File: src/rtl/alu_req_scheduler.sv
// Two-requester round-robin front end for a shared combinational ALU.
// Captures the winning operands, holds them on alu_* while the ALU settles, then returns the result.
module alu_req_scheduler #(
    parameter int OP_W          = 3,
    parameter int SEL_W         = 2,
    parameter int RES_W         = 6,
    parameter int SETTLE_CYCLES = 1,
    parameter int CNT_W         = 8
) (
    input  logic             clk_i,
    input  logic             rst_n_i,
    input  logic             req0_valid_i,
    output logic             req0_ready_o,
    input  logic [OP_W-1:0]  req0_a_i,
    input  logic [OP_W-1:0]  req0_b_i,
    input  logic [SEL_W-1:0] req0_sel_i,
    input  logic             req1_valid_i,
    output logic             req1_ready_o,
    input  logic [OP_W-1:0]  req1_a_i,
    input  logic [OP_W-1:0]  req1_b_i,
    input  logic [SEL_W-1:0] req1_sel_i,
    output logic [OP_W-1:0]  alu_a_o,
    output logic [OP_W-1:0]  alu_b_o,
    output logic [SEL_W-1:0] alu_sel_o,
    input  logic [RES_W-1:0] alu_result_i,
    output logic             rsp_valid_o,
    input  logic             rsp_ready_i,
    output logic             rsp_id_o,
    output logic [RES_W-1:0] rsp_result_o,
    output logic             busy_o,
    output logic [CNT_W-1:0] op_count_o
);

    // state | meaning
    // IDLE  | waiting for a request; grant is combinational
    // ISSUE | operands held on alu_*, settle timer running
    // RESP  | rsp_valid high until the consumer takes it
    typedef enum logic [1:0] {
        ST_IDLE  = 2'd0,
        ST_ISSUE = 2'd1,
        ST_RESP  = 2'd2
    } state_e;

    localparam logic [3:0] TMR_LOAD = 4'(SETTLE_CYCLES - 1);

    state_e           state_q, state_d;
    logic             ptr_q, ptr_d;
    logic [3:0]       tmr_q, tmr_d;
    logic [OP_W-1:0]  alu_a_q, alu_a_d;
    logic [OP_W-1:0]  alu_b_q, alu_b_d;
    logic [SEL_W-1:0] alu_sel_q, alu_sel_d;
    logic             rsp_id_q, rsp_id_d;
    logic [RES_W-1:0] rsp_result_q, rsp_result_d;
    logic [CNT_W-1:0] op_count_q, op_count_d;

    logic grant_id;
    logic grant_ok;

    always_ff @(posedge clk_i or negedge rst_n_i) begin
        if (!rst_n_i) begin
            state_q      <= ST_IDLE;
            ptr_q        <= 1'b0;
            tmr_q        <= '0;
            alu_a_q      <= '0;
            alu_b_q      <= '0;
            alu_sel_q    <= '0;
            rsp_id_q     <= 1'b0;
            rsp_result_q <= '0;
            op_count_q   <= '0;
        end else begin
            state_q      <= state_d;
            ptr_q        <= ptr_d;
            tmr_q        <= tmr_d;
            alu_a_q      <= alu_a_d;
            alu_b_q      <= alu_b_d;
            alu_sel_q    <= alu_sel_d;
            rsp_id_q     <= rsp_id_d;
            rsp_result_q <= rsp_result_d;
            op_count_q   <= op_count_d;
        end
    end

    always_comb begin
        state_d      = state_q;
        ptr_d        = ptr_q;
        tmr_d        = tmr_q;
        alu_a_d      = alu_a_q;
        alu_b_d      = alu_b_q;
        alu_sel_d    = alu_sel_q;
        rsp_id_d     = rsp_id_q;
        rsp_result_d = rsp_result_q;
        op_count_d   = op_count_q;
        req0_ready_o = 1'b0;
        req1_ready_o = 1'b0;
        grant_id     = (req0_valid_i && req1_valid_i) ? ptr_q : req1_valid_i;
        // Ready is gated by reset so nothing looks accepted while rst_n_i is low.
        grant_ok     = rst_n_i && (req0_valid_i || req1_valid_i);

        case (state_q)
            ST_IDLE: begin
                req0_ready_o = grant_ok && !grant_id;
                req1_ready_o = grant_ok && grant_id;
                if (grant_ok) begin
                    alu_a_d   = grant_id ? req1_a_i   : req0_a_i;
                    alu_b_d   = grant_id ? req1_b_i   : req0_b_i;
                    alu_sel_d = grant_id ? req1_sel_i : req0_sel_i;
                    rsp_id_d  = grant_id;
                    ptr_d     = !grant_id;
                    tmr_d     = TMR_LOAD;
                    state_d   = ST_ISSUE;
                end
            end
            ST_ISSUE: begin
                if (tmr_q == 4'd0) begin
                    rsp_result_d = alu_result_i;
                    state_d      = ST_RESP;
                end else begin
                    tmr_d = tmr_q - 4'd1;
                end
            end
            ST_RESP: begin
                if (rsp_ready_i) begin
                    op_count_d = op_count_q + 1'b1;
                    state_d    = ST_IDLE;
                end
            end
            default: state_d = ST_IDLE;
        endcase
    end

    assign alu_a_o      = alu_a_q;
    assign alu_b_o      = alu_b_q;
    assign alu_sel_o    = alu_sel_q;
    assign rsp_valid_o  = (state_q == ST_RESP);
    assign rsp_id_o     = rsp_id_q;
    assign rsp_result_o = rsp_result_q;
    assign busy_o       = (state_q != ST_IDLE);
    assign op_count_o   = op_count_q;

endmodule
File: config.mk
export PLATFORM = sky130hd
export DESIGN_NAME = alu_req_scheduler
export DESIGN_NICKNAME = d
export VERILOG_FILES = /design/src/rtl/alu_req_scheduler.sv
export SDC_FILE = /design/constraint.sdc
export NUM_CORES = 1
export LEC_CHECK = 0
export BUFFER_PORTS_ARGS = -buffer_cell sky130_fd_sc_hd__buf_2
export CAP_MARGIN = 10
export CORE_UTILIZATION = 48
export CTS_CLUSTER_SIZE = 30
export DETAILED_ROUTE_END_ITERATION = 16
export GPL_TIMING_DRIVEN = 1
export HOLD_SLACK_MARGIN = 0.03
export PLACE_DENSITY = 0.78
export SLEW_MARGIN = 40
export SYNTH_ARGS = -nofsm -noshare
export SYNTH_HDL_FRONTEND = slang
export SYNTH_SLANG_ARGS = --single-unit
File: constraint.sdc
create_clock -name clk_i -period 2.2 [get_ports clk_i]
set_input_delay 0 -clock clk_i [delete_from_list [all_inputs] [get_ports clk_i]]
set_output_delay 0 -clock clk_i [all_outputs]
set_load 0.1 [all_outputs]
==> reports/metrics.yaml, run 1 <==
logic_synthesis:
  synth.distinct_cells: 33
  dominantRegCellSynth: "dfrtp_1"
  syn_area_per_cell_sq_um: 10.75
  ys_seq_elements: 30
  synth_cells: 136
  yosysTopAreaCell: "dfrtp_1"
  synthArstFlopShare_pct: 100.0
  yosysTopAreaCellShare_pct: 51.37
  synth_enable_flop_cells: 0
  yosysSeqAreaShare_pct: 51.37
  synthesis.area_sq_um: 1461
  synth_area_leaders: "dfrtp_1, mux2_4, o21ai_0, nand3b_1, a21oi_1"
  yosys.cell_count.top_type: "dfrtp_1"
  synthTopCellsByCount: "dfrtp_1, o21ai_0, a21oi_1, nand3b_1, a31oi_1"
  yosys_warnings: 0
  syn-num-nets: 166
routing:
  viasPerCell: 5.600
  drc: 1
  dr.pass1.iters: 10
  vias: 1400
  detail-route-antenna-nets: 0
  postRouteWirelength_um: 3620
  drtIter0Drc: 37
  wire_per_inst_um: 14.48
critical_path:
  arrival_ns: 2.20
  cp.required_ns: 2.41
  max_stage_delay_ns: 0.56
  critPathTopFamily: "buffers and inverters"
  crit_start: "state_q[1]$_DFFE_PN0P_"
  reg2reg_from: "state_q[1]$_DFFE_PN0P_"
  path_cells: "nor2_1 > buf_4 > inv_1 > nor2_1 > buf_4 > a31oi_1 > dlygate4sd3_1"
  worst-setup-path-type: "reg2reg"
  endpoint: "alu_b_o[0]$_DFFE_PN0P_"
  crit_buf_inv: 4
  rr_worst_depth: 7
  endpoint_kind: "register"
  r2r-end: "alu_b_o[0]$_DFFE_PN0P_"
  cp.depth: 7
  cp-start-kind: "register"
  slowest_stage: "dlygate4sd3_1"
  reg2reg_slack_ns: 0.21
  cp_max_fo: 11
finish:
  regArea_sq_um: 750.7
  nNetsFinal: 248
  antenna_cells: 0
  area_growth_pct: 42.64
  drive_above_1_share_pct: 35.16
  fillers: 211
  multi_input_area_sq_um: 658.1
hold_path:
  hold_class: "in2async"
global_route:
  grt_pass1_wl_um: 5830
  antenna_found_initial: 0
  grt_overflow_total: 0
  grt_max_degree: 25
  track_usage_pct: 23.59
  grt_pass1_vias: 1335
place:
  io_buffers: 53
  routabilityCongestion: 0.8593
  dp_hpwl_um: 2540
status:
  violations: "DRC"
  outcome: "finished, violations left"
timing:
  worst_pin_slew_ns: 0.4689
  maxSlewViolCount: 0
  fmax_ghz: 0.5037
  fin_crit_ns: 1.985
  post-route-period-util_pct: 90.23
  rsz0062_at_grt: "no"
  fin_skew_ns: 0.01038
  slew_headroom_pct: 68.41
  setup_tns_ns: 0
  final-hold-violation-count: 0
  setup_viol: 0
floorplanning:
  io-pin-count: 54
  design.die.area_sq_um: 3269
  die_x_um: 57.18
  fp.dieH_um: 57.18
  rows: 19
  fp.coreArea_sq_um: 2829
  start_util_pct: 51.66
clock_network:
  clk_latency_ns: 0.32
  cts_hold_buf: 24
  cts_tree: "yes"
  cts.htree.levels: 2
  clkSinkCount: 30
  cts_root_buffer: "clkbuf_4"
  clockBufferDepth: 2
  ctsResizeCount: 0
  cts.clk_slew.worst_paths_ns: 0.09
  cts_setup_buffers: 0
  cts_buffers: 5
run:
  max_cap_viol_count: 0
-- layer usage --
layer | GRT usage, % | part of all wire, % | routed length [um]
met3 | 8.163 | 6.2 | 225
met1 | 25.96 | 40 | 1453
met5 | 0 | 0 | 0
met2 | 43.03 | 52 | 1885
met4 | 6.620 | 1.5 | 55
-- worst reg2reg max path: stages, from the launching register on --
cell and delay [ns]:
dfrtp_1 0.45, nor2_1 0.14, buf_4 0.19, inv_1 0.10, nor2_1 0.17, buf_4 0.19
a31oi_1 0.09, dlygate4sd3_1 0.56
-- placed cells by master, fill, tap and decap left out, drive strengths merged --
master and count:
xor2 4, nand4b 1, o21ai 14, dlygate4sd3 24, and3 1, nand3b 9
clkbuf 8, dfrtp 30, nor2b 1, a21oi 11, xnor2 3, ha 3
o22ai 1, nor3 3, o21a 1, and4bb 1, and3b 1, and2b 1
nor2 6, nand3 2, or3b 2, inv 6, nand2b 2, nand4 3
buf 57, a211oi 1, nand2 7, mux2i 1, mux2 7, a31oi 8
-- area by class of cell --
class	count	share of cell area, %
sequential	30	36.01
clock buffer	8	3.782
inverter	6	1.080
timing repair buffer	81	25.69
multi-input combinational	94	31.57
tap	31	1.861
-- kinds of logic (layout without fill, tap and decap cells) --
logic type | count (synthesis) | in the layout | share of synthesized area (%)
and+or+nand+nor | 40 | 40 | 17.21
AOI/OAI and AO/OA | 36 | 36 | 13.44
DFF | 30 | 30 | 51.37
buffers and inverters | 12 | 95 | 3.595
muxes | 8 | 8 | 7.620
xor gates and xnor gates | 7 | 7 | 4.195
adders and majority gates | 3 | 3 | 2.569
-- state kept, by name, summed over array words and instances (netlist names) --
signal        cells
alu_a_o           3
ptr_q             1
op_count_o        8
state_q           2
alu_sel_o         2
alu_b_o           3
rsp_result_o      6
tmr_q             4
rsp_id_o          1
-- worst min-delay path by stage --
stage	slack, ns	from	end
floorplan	-0.30	rst_n_i	alu_a_o[0]$_DFFE_PN0P_
global placement	-0.15	rst_n_i	alu_a_o[1]$_DFFE_PN0P_
detailed placement	-0.15	rst_n_i	alu_b_o[0]$_DFFE_PN0P_
CTS	0.06	rst_n_i	ptr_q$_DFFE_PN0P_
global route	0.09	rst_n_i	alu_b_o[0]$_DFFE_PN0P_
finish	0.07	rst_n_i	ptr_q$_DFFE_PN0P_
-- stage by stage --
stage          util (%)  cell area, sq um  worst slack [ns]  std cells  hold WS [ns]
5_1_grt           73.68              2085           0.06632        250       0.08618
2_1_floorplan         -              1461         0.0009039        136       -0.2956
3_5_place_dp      62.41              1765            0.4766        218       -0.1510
4_1_cts           73.68              2085            0.2280        250       0.06209
3_3_place_gp      62.41              1765            0.5695        218       -0.1538
6_report          73.68              2085            0.2149        250       0.06563
Power of run 1 is not shown: default switching activity piles up to over one toggle a cycle in this logic, so the estimate is an artifact.
==> run 2: changes to the inputs <==
- CORE_UTILIZATION: 48 -> 50
- CTS_BUF_LIST: not set -> sky130_fd_sc_hd__clkbuf_4 sky130_fd_sc_hd__clkbuf_8
- PLACE_DENSITY: 0.78 -> 0.81
==> run 2 against run 1 <==
Effect of this change: the run now ends clean; worst hold slack worse by 0.013 ns; worst setup slack worse by 0.017 ns; cell count down 0.40%; global-route usage up 4.0 points; largest cell class unchanged.
==> reports/metrics.yaml, run 2 (synthesis gave the netlist of run 1 again) <==
finish:
  area_growth_pct: 42.21  # was 42.64%
  drive_above_1_share_pct: 35.32  # was 35.16%
  design_area_sq_um: 2078  # was 2085 sq um
  largest_reg_flops: 8  # unchanged
  final_common_cell: "buf_2"  # unchanged
  nNetsFinal: 247  # was 248
  layout_common_cells: "buf_2, dfrtp_1, dlygate4sd3_1"  # unchanged
  antenna_cells: 0  # unchanged
  fillers: 185  # was 211
routing:
  wire_per_inst_um: 15.61  # was 14.48 um
  routed-wl-met2_um: 2089  # was 1885 um
  vias: 1393  # was 1400
  viasPerCell: 5.594  # was 5.600
  met1_length_um: 1511  # was 1453 um
  detail-route-antenna-nets: 0  # unchanged
  drc: 0  # was 1
  dr.pass1.iters: 4  # was 10
  wl_met3_um: 200  # was 225 um
  drtIter0Drc: 29  # was 37
  top_layer: "met4"  # unchanged
  postRouteWirelength_um: 3887  # was 3620 um
place:
  dpl-instance-area_sq_um: 1758  # was 1765 sq um
  io_buffers: 53  # unchanged
  dp_hpwl_um: 2497  # was 2540 um
  routabilityCongestion: 0.8654  # was 0.8593
timing:
  fin_skew_ns: 0.009786  # was 0.01038 ns
  fmax_ghz: 0.4994  # was 0.5037 GHz
  rsz0062_at_grt: "no"  # unchanged
  post-route-period-util_pct: 91.02  # was 90.23%
  fin_crit_ns: 2.002  # was 1.985 ns
  setup_viol: 0  # unchanged
  slew_headroom_pct: 65.29  # was 68.41%
  worst_pin_slew_ns: 0.5152  # was 0.4689 ns
  maxSlewViolCount: 0  # unchanged
  setup_tns_ns: 0  # unchanged
  final-hold-violation-count: 0  # unchanged
critical_path:
  reg2reg_slack_ns: 0.20  # was 0.21 ns
  arrival_ns: 2.24  # was 2.20 ns
  r2r-end: "alu_sel_o[0]$_DFFE_PN0P_"  # was alu_b_o[0]$_DFFE_PN0P_
  cp.required_ns: 2.44  # was 2.41 ns
  slowest_stage: "dlygate4sd3_1"  # unchanged
  cp_max_fo: 10  # was 11
  endpoint_kind: "register"  # unchanged
  worst-setup-path-type: "reg2reg"  # unchanged
  path_cells: "nor2_1 > inv_1 > nor2_2 > a31oi_1 > dlygate4sd3_1"  # was nor2_1 > buf_4 > inv_1 > nor2_1 > buf_4 > a31oi_1 > dlygate4sd3_1
  rr_worst_depth: 5  # was 7
  reg2reg_from: "state_q[1]$_DFFE_PN0P_"  # unchanged
  cp-start-kind: "register"  # unchanged
  max_stage_delay_ns: 0.60  # was 0.56 ns
  crit_start: "state_q[1]$_DFFE_PN0P_"  # unchanged
clock_network:
  cts.htree.levels: 2  # unchanged
  cts_setup_buffers: 0  # unchanged
  clk_latency_ns: 0.35  # was 0.32 ns
  cts_tree: "yes"  # unchanged
  clockBufferDepth: 2  # unchanged
  cts_buffers: 5  # unchanged
  clkSinkCount: 30  # unchanged
  cts_root_buffer: "clkbuf_4"  # unchanged
  cts.clk_slew.worst_paths_ns: 0.10  # was 0.09 ns
hold_path:
  hold_class: "in2async"  # unchanged
floorplanning:
  fp.dieH_um: 56.06  # was 57.18 um
  die_x_um: 56.06  # was 57.18 um
  start_util_pct: 52.99  # was 51.66%
  io-pin-count: 54  # unchanged
  fp.coreArea_sq_um: 2758  # was 2829 sq um
  rows: 19  # unchanged
  design.die.area_sq_um: 3143  # was 3269 sq um
global_route:
  antenna_found_initial: 0  # unchanged
  track_usage_pct: 27.61  # was 23.59%
  grt_pass1_wl_um: 6486  # was 5830 um
  grt_max_degree: 24  # was 25
  grt_pass1_vias: 1414  # was 1335
  grt_overflow_total: 0  # unchanged
status:
  outcome: "finished, final reports clean"  # was finished, violations left
run:
  max_cap_viol_count: 0  # unchanged
run 2: cell type report:
cell class	instances	area (sq um)	share of cell area, %
Inverter	6	22.52	1.084
Timing Repair Buffer	80	528.0	25.41
Multi-Input combinational cell	94	660.6	31.79
Clock buffer	5	37.54	1.806
Tap cell	31	38.79	1.866
Sequential cell	30	750.7	36.12
Clock inverter	3	40.04	1.927
run 2: through the flow:
step / hold slack [ns] / instances / worst slack [ns] / utilization, %
2_1_floorplan: -0.2956 / 136 / 0.0009039 / -
3_3_place_gp: -0.1438 / 217 / 0.5782 / 63.75
3_5_place_dp: -0.1400 / 217 / 0.4755 / 63.75
4_1_cts: 0.05109 / 249 / 0.03716 / 75.27
5_1_grt: 0.05631 / 249 / 0.1040 / 75.36
6_report: 0.05238 / 249 / 0.1975 / 75.36
run 2: worst max path at each step:
stage	end	slack, ns	cells after the start
after floorplan	req0_ready_o	0.0009	4
after global placement	rsp_result_o[3]$_DFFE_PN0P_	0.58	5
after detailed placement	rsp_result_o[3]$_DFFE_PN0P_	0.48	5
after CTS	alu_sel_o[1]$_DFFE_PN0P_	0.04	5
after global routing	alu_sel_o[0]$_DFFE_PN0P_	0.10	5
final	alu_sel_o[0]$_DFFE_PN0P_	0.20	5
run 2: critical path: cells and delay by family (launching register included):
family,cells,cell delay [ns]
DFF,1,0.46
buffers and inverters,2,0.72
and+or+nand+nor,2,0.57
AOI/OAI and AO/OA,1,0.15
run 2: what timing repair did:
item,in CTS,in global routing
setup endpoints to repair,0,6
gates resized for setup,0,1
hold buffers,24,0
endpoints found under the hold margin,45,0
run 2: metal layers:
layer / vias to the layer above / global-route usage, %
li1: 648 / -
met1: 685 / 30.05
met2: 48 / 49.32
met3: 12 / 8.605
met4: 0 / 11.50
met5: - / 0
Power of run 2 is left out for the same reason.
==> run 3: changes to the inputs <==
- GPL_TIMING_DRIVEN: 1 -> 0
==> run 3 against run 2 <==
Effect of this change: worst hold slack gained 0.13 ns; die area is the same; global-route usage grew 0.96 points; critical path depth is the same; cell count grew 1.2%; non-clock buffer count grew 4; final area grew 0.24%; via count grew 2.7%; maximum frequency shrank 3.5%; worst setup slack lost 0.072 ns.
==> reports/metrics.yaml, run 3 (synthesis gave the netlist of run 1 again) <==
place:
  io_buffers: 53  # unchanged
  dpl_worst_slack_ns: 0.3101  # was 0.4755 ns
  routabilityCongestion: 0.8644  # was 0.8654
  dp_hpwl_um: 2426  # was 2497 um
finish:
  final_common_cell: "buf_2"  # unchanged
  drive_above_1_share_pct: 34.39  # was 35.32%
  largest_reg_flops: 8  # unchanged
  area_growth_pct: 42.55  # was 42.21%
  antenna_cells: 0  # unchanged
  nNetsFinal: 251  # was 247
  layout_common_cells: "buf_2, dfrtp_1, dlygate4sd3_1"  # unchanged
timing:
  rsz0062_at_grt: "no"  # unchanged
  fin_skew_ns: 0.006020  # was 0.009786 ns
  worst_pin_slew_ns: 0.4968  # was 0.5152 ns
  maxSlewViolCount: 0  # unchanged
  fmax_ghz: 0.4821  # was 0.4994 GHz
  fin_crit_ns: 2.074  # was 2.002 ns
  setup_viol: 0  # unchanged
  slew_headroom_pct: 66.53  # was 65.29%
  post-route-period-util_pct: 94.28  # was 91.02%
  final-hold-violation-count: 0  # unchanged
  setup_ws_ns: 0.1258  # was 0.1975 ns
  setup_tns_ns: 0  # unchanged
critical_path:
  endpoint_kind: "primary output"  # was register
  cp_max_fo: 10  # unchanged
  reg2reg_from: "ptr_q$_DFFE_PN0P_"  # was state_q[1]$_DFFE_PN0P_
  rr_worst_depth: 5  # unchanged
  arrival_ns: 2.07  # was 2.24 ns
  worst-setup-path-type: "reg2out"  # was reg2reg
  endpoint: "req0_ready_o"  # was alu_sel_o[0]$_DFFE_PN0P_
  crit_start: "ptr_q$_DFFE_PN0P_"  # was state_q[1]$_DFFE_PN0P_
  r2r-end: "alu_b_o[0]$_DFFE_PN0P_"  # was alu_sel_o[0]$_DFFE_PN0P_
  reg2reg_slack_ns: 0.17  # was 0.20 ns
  cp.required_ns: 2.20  # was 2.44 ns
  cp-start-kind: "register"  # unchanged
global_route:
  grt_overflow_total: 0  # unchanged
  grt_pass1_wl_um: 6741  # was 6486 um
  grt_max_degree: 31  # was 24
  grt_pass1_vias: 1437  # was 1414
  antenna_found_initial: 0  # unchanged
  track_usage_pct: 28.57  # was 27.61%
clock_network:
  clockBufferDepth: 2  # unchanged
  cts_tree: "yes"  # unchanged
  cts.clk_slew.worst_paths_ns: 0.09  # was 0.10 ns
  cts_root_buffer: "clkbuf_4"  # unchanged
  cts.htree.levels: 2  # unchanged
  clkSinkCount: 30  # unchanged
  clk_latency_ns: 0.34  # was 0.35 ns
  cts_buffers: 5  # unchanged
floorplanning:
  rows: 19  # unchanged
  design.die.area_sq_um: 3143  # unchanged
  die_x_um: 56.06  # unchanged
  start_util_pct: 52.99  # unchanged
  fp.coreArea_sq_um: 2758  # unchanged
  fp.dieH_um: 56.06  # unchanged
  io-pin-count: 54  # unchanged
routing:
  met1_length_um: 1554  # was 1511 um
  top_layer: "met4"  # unchanged
  dr.pass1.iters: 4  # unchanged
  wl_met3_um: 273  # was 200 um
  drtIter0Drc: 83  # was 29
  viasPerCell: 5.675  # was 5.594
  routed-wl-met2_um: 2157  # was 2089 um
  vias: 1430  # was 1393
  postRouteWirelength_um: 4071  # was 3887 um
  detail-route-antenna-nets: 0  # unchanged
  drc: 0  # unchanged
  wire_per_inst_um: 16.15  # was 15.61 um
hold_path:
  hold_class: "in2async"  # unchanged
run:
  max_cap_viol_count: 0  # unchanged
status:
  outcome: "finished, final reports clean"  # unchanged
## run 3: cell count changes in the layout (fill, tap and decap cells not counted), sizes merged
| cell | before | now |
|---|---|---|
| bufinv | 1 | 0 |
| clkinv | 2 | 0 |
| clkbuf | 5 | 11 |
## run 3: through the flow
step / area, sq um / hold slack, ns / util (%) / instances
after global routing: 2083 / 0.2114 / 75.54 / 252
after floorplan: 1461 / -0.2956 / - / 136
after CTS: 2078 / 0.1991 / 75.36 / 252
after global placement: 1765 / 0.06812 / 64.02 / 220
final: 2083 / 0.1807 / 75.54 / 252
after detailed placement: 1765 / 0.07732 / 64.02 / 220
## run 3: timing repair
item                                    4_1_cts  5_1_grt
setup buffers                                 0        0
endpoints found under the setup margin        0        9
hold endpoints to repair                     45        0
resized for setup                             0        2
hold buffers                                 25        0
## run 3: layout make-up
class	instances	area [sq um]
buffer	6	30.03
timing repair buffer	78	525.5
clock buffer	7	52.55
fill	193	674.4
multi-input combinational	94	663.1
tap	31	38.79
sequential	30	750.7
inverter	6	22.52
## run 3: worst min-delay path by stage
stage / to / slack, ns
after floorplan: alu_a_o[0]$_DFFE_PN0P_ / -0.30
after global placement: op_count_o[7]$_DFFE_PN0P_ / 0.07
after detailed placement: op_count_o[7]$_DFFE_PN0P_ / 0.08
after CTS: op_count_o[5]$_DFFE_PN0P_ / 0.20
after global routing: tmr_q[3]$_DFFE_PN0P_ / 0.21
final: op_count_o[5]$_DFFE_PN0P_ / 0.18
## run 3: critical path, stage by stage (launching register included)
cell	delay [ns]
dfrtp_1	0.40
nor2b_2	0.30
clkbuf_1	0.35
nor2_1	0.11
nor2_1	0.14
buf_2	0.44
## run 3: per-layer routing
layer,global-route usage (%),vias to the layer above
met1,33.89,699
li1,-,654
met2,50.00,68
met4,12.54,0
met5,0,-
met3,5.581,9
Power of run 3 is left out for the same reason.
